`config.mk`:
```
export PLATFORM = sky130hd
export DESIGN_NAME = hand_draw_scheduler
export DESIGN_NICKNAME = d
export VERILOG_FILES = /design/src/rtl/hand_draw_scheduler.sv
export SDC_FILE = /design/constraint.sdc
export NUM_CORES = 1
export LEC_CHECK = 0
export ABC_AREA = 1
export BUFFER_PORTS_ARGS = -buffer_cell sky130_fd_sc_hd__buf_2
export CORE_ASPECT_RATIO = 1.5
export CORE_MARGIN = 10
export CORE_UTILIZATION = 65
export CTS_CLUSTER_DIAMETER = 120
export DETAILED_ROUTE_END_ITERATION = 6
export GPL_TIMING_DRIVEN = 0
export PLACE_DENSITY_LB_ADDON = 0.1
export SYNTH_ARGS = -nofsm -noshare
export SYNTH_HDL_FRONTEND = slang
export SYNTH_SLANG_ARGS = --single-unit
```
`constraint.sdc`:
```
create_clock -name clk -period 17.2 [get_ports clk]
set_clock_uncertainty 0.05 [all_clocks]
set_input_delay 1.72 -clock clk [delete_from_list [all_inputs] [get_ports clk]]
set_output_delay 1.72 -clock clk [all_outputs]
set_load 0.02 [all_outputs]
```
`src/rtl/hand_draw_scheduler.sv`:
```
// hand_draw_scheduler
// Redraws the clock-face hands into a 64x64 framebuffer once per frame_tick
// rising edge. The frame is cleared row by row, then each hand is drawn as
// a run of points at odd radii along the direction returned by a shared
// sin/cos unit.
// Optional feature macro: ALARM_HAND_EN. When it is defined, a fourth (alarm)
// hand is drawn after the second hand. When it is undefined, the frame ends
// after the second hand.
module hand_draw_scheduler #(
  parameter int HOUR_LEN  = 23,
  parameter int MIN_LEN   = 31,
  parameter int SEC_LEN   = 27,
  parameter int ALARM_LEN = 17
) (
  input  logic        clk,
  input  logic        reset_n,
  input  logic        frame_tick,
  input  logic [8:0]  hour_angle,
  input  logic [8:0]  minute_angle,
  input  logic [8:0]  second_angle,
  input  logic [8:0]  alarm_angle,
  output logic        cordic_start,
  output logic [15:0] cordic_angle,
  input  logic [15:0] cordic_sin,
  input  logic [15:0] cordic_cos,
  input  logic        cordic_done,
  output logic        fb_we,
  output logic        fb_clr,
  output logic [5:0]  fb_x,
  output logic [5:0]  fb_y,
  output logic        frame_busy,
  output logic        frame_done,
  output logic        overrun
);

  typedef enum logic [2:0] {
    ST_IDLE  = 3'd0,
    ST_CLEAR = 3'd1,
    ST_REQ   = 3'd2,
    ST_WAIT  = 3'd3,
    ST_PLOT  = 3'd4,
    ST_DONE  = 3'd5
  } state_t;

`ifdef ALARM_HAND_EN
  localparam logic [1:0] LAST_HAND = 2'd3;
`else
  localparam logic [1:0] LAST_HAND = 2'd2;
`endif

  // Index of the last radius step (r = 2k+1) for a given hand.
  function automatic logic [3:0] last_step(input logic [1:0] hand);
    logic [3:0] k;
    case (hand)
      2'd0:    k = 4'((HOUR_LEN - 1) / 2);
      2'd1:    k = 4'((MIN_LEN - 1) / 2);
      2'd2:    k = 4'((SEC_LEN - 1) / 2);
      default: k = 4'((ALARM_LEN - 1) / 2);
    endcase
    return k;
  endfunction

  // trig * radius / 16384, rounded toward zero (magnitude divide, then re-sign).
  function automatic logic signed [21:0] scale_trunc0(input logic [15:0] trig,
                                                      input logic [4:0]  radius);
    logic signed [21:0] prod;
    logic        [21:0] mag;
    logic        [21:0] quo;
    prod = $signed({{6{trig[15]}}, trig}) * $signed({17'd0, radius});
    if (prod[21]) begin
      mag = 22'(-prod);
    end else begin
      mag = 22'(prod);
    end
    quo = mag >> 14;
    if (prod[21]) begin
      return -$signed(quo);
    end else begin
      return $signed(quo);
    end
  endfunction

  // Saturate a signed screen coordinate into the 0..63 range.
  function automatic logic [5:0] clamp_coord(input logic signed [21:0] v);
    logic [5:0] c;
    if (v < 22'sd0) begin
      c = 6'd0;
    end else if (v > 22'sd63) begin
      c = 6'd63;
    end else begin
      c = v[5:0];
    end
    return c;
  endfunction

  state_t      state_r, state_nxt_s;
  logic        tick_d_r;
  logic        tick_edge_s;
  logic [5:0]  cnt_r, cnt_nxt_s;
  logic [1:0]  hand_r, hand_nxt_s;
  logic [8:0]  hour_snap_r, min_snap_r, sec_snap_r, alarm_snap_r;
  logic [8:0]  sel_angle_s;
  logic [15:0] sin_r, cos_r;
  logic        snap_s, latch_s;
  logic [4:0]  radius_s;
  logic [5:0]  plot_x_s, plot_y_s;

  logic        we_nxt_s, clr_nxt_s, start_nxt_s, done_nxt_s;
  logic        busy_nxt_s, overrun_nxt_s;
  logic [5:0]  x_nxt_s, y_nxt_s;
  logic [15:0] angle_nxt_s;

  assign tick_edge_s = frame_tick & ~tick_d_r;
  assign radius_s    = {cnt_r[3:0], 1'b1};
  assign plot_x_s    = clamp_coord(22'sd32 + scale_trunc0(sin_r, radius_s));
  assign plot_y_s    = clamp_coord(22'sd31 - scale_trunc0(cos_r, radius_s));

  // Pick the snapshot angle of the hand currently being drawn.
  always_comb begin
    sel_angle_s = 9'd0;
    case (hand_r)
      2'd0:    sel_angle_s = hour_snap_r;
      2'd1:    sel_angle_s = min_snap_r;
      2'd2:    sel_angle_s = sec_snap_r;
      default: sel_angle_s = alarm_snap_r;
    endcase
  end

  // FSM state register.
  always_ff @(posedge clk or negedge reset_n) begin
    if (!reset_n) begin
      state_r <= ST_IDLE;
    end else begin
      state_r <= state_nxt_s;
    end
  end

  // Next-state logic and next values of the registered outputs.
  always_comb begin
    state_nxt_s   = state_r;
    cnt_nxt_s     = cnt_r;
    hand_nxt_s    = hand_r;
    snap_s        = 1'b0;
    latch_s       = 1'b0;
    we_nxt_s      = 1'b0;
    clr_nxt_s     = 1'b0;
    x_nxt_s       = 6'd0;
    y_nxt_s       = 6'd0;
    start_nxt_s   = 1'b0;
    angle_nxt_s   = cordic_angle;
    done_nxt_s    = 1'b0;
    busy_nxt_s    = 1'b0;
    overrun_nxt_s = 1'b0;

    if (tick_edge_s && (state_r != ST_IDLE)) begin
      overrun_nxt_s = 1'b1;
    end else begin
      overrun_nxt_s = 1'b0;
    end

    case (state_r)
      ST_IDLE: begin
        if (tick_edge_s) begin
          snap_s      = 1'b1;
          cnt_nxt_s   = 6'd0;
          hand_nxt_s  = 2'd0;
          state_nxt_s = ST_CLEAR;
        end else begin
          state_nxt_s = ST_IDLE;
        end
      end
      ST_CLEAR: begin
        we_nxt_s  = 1'b1;
        clr_nxt_s = 1'b1;
        y_nxt_s   = cnt_r;
        if (cnt_r == 6'd63) begin
          cnt_nxt_s   = 6'd0;
          state_nxt_s = ST_REQ;
        end else begin
          cnt_nxt_s = cnt_r + 6'd1;
        end
      end
      ST_REQ: begin
        start_nxt_s = 1'b1;
        angle_nxt_s = {7'd0, sel_angle_s};
        state_nxt_s = ST_WAIT;
      end
      ST_WAIT: begin
        if (cordic_done) begin
          latch_s     = 1'b1;
          cnt_nxt_s   = 6'd0;
          state_nxt_s = ST_PLOT;
        end else begin
          state_nxt_s = ST_WAIT;
        end
      end
      ST_PLOT: begin
        we_nxt_s = 1'b1;
        x_nxt_s  = plot_x_s;
        y_nxt_s  = plot_y_s;
        if (cnt_r == {2'b00, last_step(hand_r)}) begin
          cnt_nxt_s = 6'd0;
          if (hand_r == LAST_HAND) begin
            state_nxt_s = ST_DONE;
          end else begin
            hand_nxt_s  = hand_r + 2'd1;
            state_nxt_s = ST_REQ;
          end
        end else begin
          cnt_nxt_s = cnt_r + 6'd1;
        end
      end
      ST_DONE: begin
        done_nxt_s  = 1'b1;
        state_nxt_s = ST_IDLE;
      end
      default: begin
        state_nxt_s = ST_IDLE;
      end
    endcase

    // Busy stays up through the cycle that shows frame_done.
    if ((state_nxt_s != ST_IDLE) || (state_r == ST_DONE)) begin
      busy_nxt_s = 1'b1;
    end else begin
      busy_nxt_s = 1'b0;
    end
  end

  // Tick edge register, counters, angle snapshot and latched sin/cos.
  always_ff @(posedge clk or negedge reset_n) begin
    if (!reset_n) begin
      tick_d_r     <= 1'b0;
      cnt_r        <= 6'd0;
      hand_r       <= 2'd0;
      hour_snap_r  <= 9'd0;
      min_snap_r   <= 9'd0;
      sec_snap_r   <= 9'd0;
      alarm_snap_r <= 9'd0;
      sin_r        <= 16'd0;
      cos_r        <= 16'd0;
    end else begin
      tick_d_r <= frame_tick;
      cnt_r    <= cnt_nxt_s;
      hand_r   <= hand_nxt_s;
      if (snap_s) begin
        hour_snap_r  <= hour_angle;
        min_snap_r   <= minute_angle;
        sec_snap_r   <= second_angle;
        alarm_snap_r <= alarm_angle;
      end
      if (latch_s) begin
        sin_r <= cordic_sin;
        cos_r <= cordic_cos;
      end
    end
  end

  // Registered outputs.
  always_ff @(posedge clk or negedge reset_n) begin
    if (!reset_n) begin
      fb_we        <= 1'b0;
      fb_clr       <= 1'b0;
      fb_x         <= 6'd0;
      fb_y         <= 6'd0;
      cordic_start <= 1'b0;
      cordic_angle <= 16'd0;
      frame_busy   <= 1'b0;
      frame_done   <= 1'b0;
      overrun      <= 1'b0;
    end else begin
      fb_we        <= we_nxt_s;
      fb_clr       <= clr_nxt_s;
      fb_x         <= x_nxt_s;
      fb_y         <= y_nxt_s;
      cordic_start <= start_nxt_s;
      cordic_angle <= angle_nxt_s;
      frame_busy   <= busy_nxt_s;
      frame_done   <= done_nxt_s;
      overrun      <= overrun_nxt_s;
    end
  end

endmodule

```
==> results.md <==
Clock network:
- The number of gates resized after CTS was 0.
- The root buffer cell is sky130_fd_sc_hd__clkbuf_16.
- The buffer levels on the longest clock path is 2.
- The clock drives roughly 110 sinks.
- The count of H-tree levels built during CTS is 3.
- Buffers inserted during clock tree synthesis total 9.
- The register clock-pin slew on the reported worst setup and hold paths is 0.08 ns.
- The clock insertion delay at the later pin of the skew report is roughly 0.36 ns.
- The buffers inserted during post-CTS setup optimization is 0.
- The hold buffer count at CTS is 0.
- The TritonCTS clock tree is built.

Layout:
- The area used by multi-input combinational logic is between 8000 and 9000 um2.
- Excluding fillers, the count of instances in the completed layout stands at between 2000 and 2500.
- The number of fill cells is between 1500 and 2000.
- The design area is around 14000 um2.
- Leaving out fill and tap cells, the most frequent cells in the layout are sky130_fd_sc_hd__nand2_1, sky130_fd_sc_hd__inv_1, sky130_fd_sc_hd__nand3_1, sky130_fd_sc_hd__dfrtp_1, sky130_fd_sc_hd__nor2_1.
- The net count of the finished layout is around 2300.
- The repair_antennas step left the layout with diodes totalling 0.
- The register cell area after layout is roughly 2700 um2.
- The library cell used most frequently in the layout, excluding fill and tap cells, is sky130_fd_sc_hd__nand2_1.
- The relative area change from synthesis to final layout is 9.15%.
- Of the cells placed in the final design, the portion with a size suffix greater than 1 is 0.0931.

Placement:
- Once placement finished, the instance area stood at between 10000 and 15000 um2.
- The congestion estimate from routability-driven global placement came to 0.924.
- The HPWL after detailed placement is 26000 um.
- Buffers placed on the I/O ports in this run total 98.
- The instance count after placement with tap cells included is around 2300.

Floorplanning:
- The row count is 62.
- During I/O placement, the number of pins put on the boundary was roughly 110.
- The initial utilization of the core area, before any placement, comes to 0.658.
- The die footprint is around 25000 um2.
- The width of the chip is around 130 um.
- In this run the standard cell core region covers 19100 um2.
- The floorplan step set the die height to between 150 and 200 um.

Timing:
- For the pin with the worst max-slew slack, the measured transition is roughly 1.1 ns.
- The hold violation total from the final report is 0.
- The relative max-transition margin is 0.270.
- For this run, the top clock speed supported by timing is ~140 MHz.
- Setup repair after global routing left no endpoint under its margin.
- The number of pins exceeding their max-slew limit in the final report is 0.
- The shortest period the worst path allows is ~7 ns.
- The post-route clock period utilization is 0.404.
- In the final timing run, aggregate negative setup slack is 0 ns.
- The final setup violation count is 0.

Critical path:
- The worst setup path is launched from a flop.
- The slowest stage of the critical path is the sky130_fd_sc_hd__clkbuf_1 cell.
- Along the worst path, the maximum fanout reaches 10.
- The delay of the slowest cell on the worst path is about 0.54 ns.
- The setup check on the worst reg-to-reg path leaves a slack of 10.25 ns.
- The critical path arrival is just over 7 ns.
- The endpoint of the worst-slack reg-to-reg timing path is fb_x[1].
- At the worst endpoint, the required time is about 17 ns.
- The startpoint identified for the worst register-to-register timing path is cnt_r[1].
- The capturing element type of the critical path is a flop.
- The logic depth of the worst register-to-register path is 37.
- The dominant cell type by count on the critical path is sky130_fd_sc_hd__nand2_1.
- The class of the most critical setup path is reg2reg.

Worst hold path:
- The cell count of the worst hold path is 2.
- For hold timing, the worst endpoint is alarm_snap_r[1].
- The class of the tightest hold or removal check is reg2reg.
- In this run the most critical hold path is launched from alarm_snap_r[1].

Drt:
- The total wire length is between 30000 and 40000 um.
- After detailed routing, the number of remaining DRC violations is 0.
- Using the TritonRoute via totals, the vias-per-cell ratio works out to 5.21.
- The number of violations reported at the end of detailed-routing iteration 0 is 683.
- In this run the remaining antenna-violating nets after routing total 0.
- After detailed routing, the average wire length per cell comes to between 10 and 15 um.
- The first detailed-routing pass took 5 iterations.
- The total vias in the final route is between 10000 and 15000.

GRT:
- Entering global routing, the biggest net connects just under 80 pins.
- The global routing usage summed across all routing layers is 0.252.
- The number of global-route vias before repair is between 10000 and 15000.
- The total overflow left after global routing is 0.
- The initial antenna violation count is 0.
- The first global-routing pass estimated ~53000 um of wire.

Job:
- Max-cap violations in this run came to 0.

Yosys:
- The area of the mapped netlist is between 10000 and 15000 um2.
- The average size of a mapped cell is 6.65 um2.
- The total of flip-flops plus latches after synthesis is between 100 and 150.
- The number of distinct library cell variants in the gate-level netlist after synthesis is roughly 40.
- The share of the Yosys chip area taken by registers is 0.213.
- Synthesis produced roughly 1900 cells.
- Yosys printed 0 warnings.

Outcome:
- The run finished with clean final reports.
how the worst max path moves through the flow:
stage | slack [ns] | cells after the start | end | start
2_1_floorplan | 11.55 | 36 | fb_x[0] | cnt_r[1]
3_3_place_gp | 10.46 | 38 | fb_x[3] | cnt_r[1]
3_5_place_dp | 10.39 | 38 | fb_x[1] | cnt_r[1]
5_1_grt | 9.74 | 37 | fb_x[2] | cnt_r[1]
4_1_cts | 10.35 | 38 | fb_x[1] | cnt_r[1]
6_report | 10.25 | 37 | fb_x[1] | cnt_r[1]
layer usage:
layer | vias to the layer above | global-route usage | part of all wire
met5 | - | 0 | 0
met4 | 0 | 0.132 | 0.055
met2 | 246 | 0.482 | 0.54
li1 | 5897 | - | -
met3 | 102 | 0.0290 | 0.034
met1 | 5549 | 0.261 | 0.37
Yosys cell counts, drive strengths merged:
library cell,instances,area (um2)
o21a,2,15.0
nor4,2,12.5
nand3b,11,82.6
a21o,2,15.0
o31ai,1,7.51
o21bai,3,22.5
inv,418,1570
o21ai,50,254
ha,92,1150
nor3,16,80.1
nand2,695,2680
o22ai,2,12.5
a21oi,46,260
dfrtp,107,2680
or2,2,12.5
nand4,26,169
xnor2,5,43.8
xor2,10,87.6
and2,2,12.5
clkinv,3,11.3
conb,1,3.75
nor2,116,480
o211ai,9,67.6
buf,19,118
nand3,124,656
clkbuf,27,101
fa,98,1960
flip-flops by register name (all words and copies together) (netlist names):
register / cells
cos_r: 16
sin_r: 16
alarm_snap_r: 9
cordic_angle: 9
hour_snap_r: 9
min_snap_r: 9
sec_snap_r: 9
cnt_r: 6
fb_x: 6
fb_y: 6
state_r: 3
hand_r: 2
cordic_start: 1
fb_clr: 1
fb_we: 1
frame_busy: 1
frame_done: 1
overrun: 1
tick_d_r: 1
metrics by stage:
stage | worst slack [ns] | hold slack, ns | utilization
6_report | 10.25 | 0.427 | 0.719
5_1_grt | 9.74 | 0.452 | 0.719
4_1_cts | 10.35 | 0.427 | 0.719
3_5_place_dp | 10.39 | 0.408 | 0.704
3_3_place_gp | 10.46 | 0.404 | 0.702
2_1_floorplan | 11.55 | 0.392 | -
cell families after synthesis:
family,count (synthesis),synth area share
other,1,0.000298
and+or+nand+nor,994,0.333
xor gates and xnor gates,15,0.0105
AOI/OAI and AO/OA,115,0.0521
adders and majority gates,190,0.248
DFF,107,0.213
buffers and inverters,467,0.143
worst max-delay path: cells and delay by family (launching register included):
| family | cells | cell delay [ns] |
|---|---|---|
| flip-flops | 1 | 0.35 |
| buffers and inverters | 9 | 1.47 |
| AND/OR/NAND/NOR | 21 | 2.50 |
| adder cells (fa/ha/maj) | 6 | 2.24 |
| AO/OA/AOI/OAI | 1 | 0.24 |
area by class of cell:
cell class | count | share of cell area
repair buffers | 99 | 0.0380
plain buffers | 46 | 0.0160
well taps | 256 | 0.0234
clock buffers | 10 | 0.0174
multi-input cells | 1321 | 0.591
inverters | 421 | 0.115
clock inverters | 5 | 0.00347
flip-flops and latches | 107 | 0.195
Power is left out: the tool's default activity adds up to more than one toggle a clock period on the data nets, which glitch-free logic cannot reach.
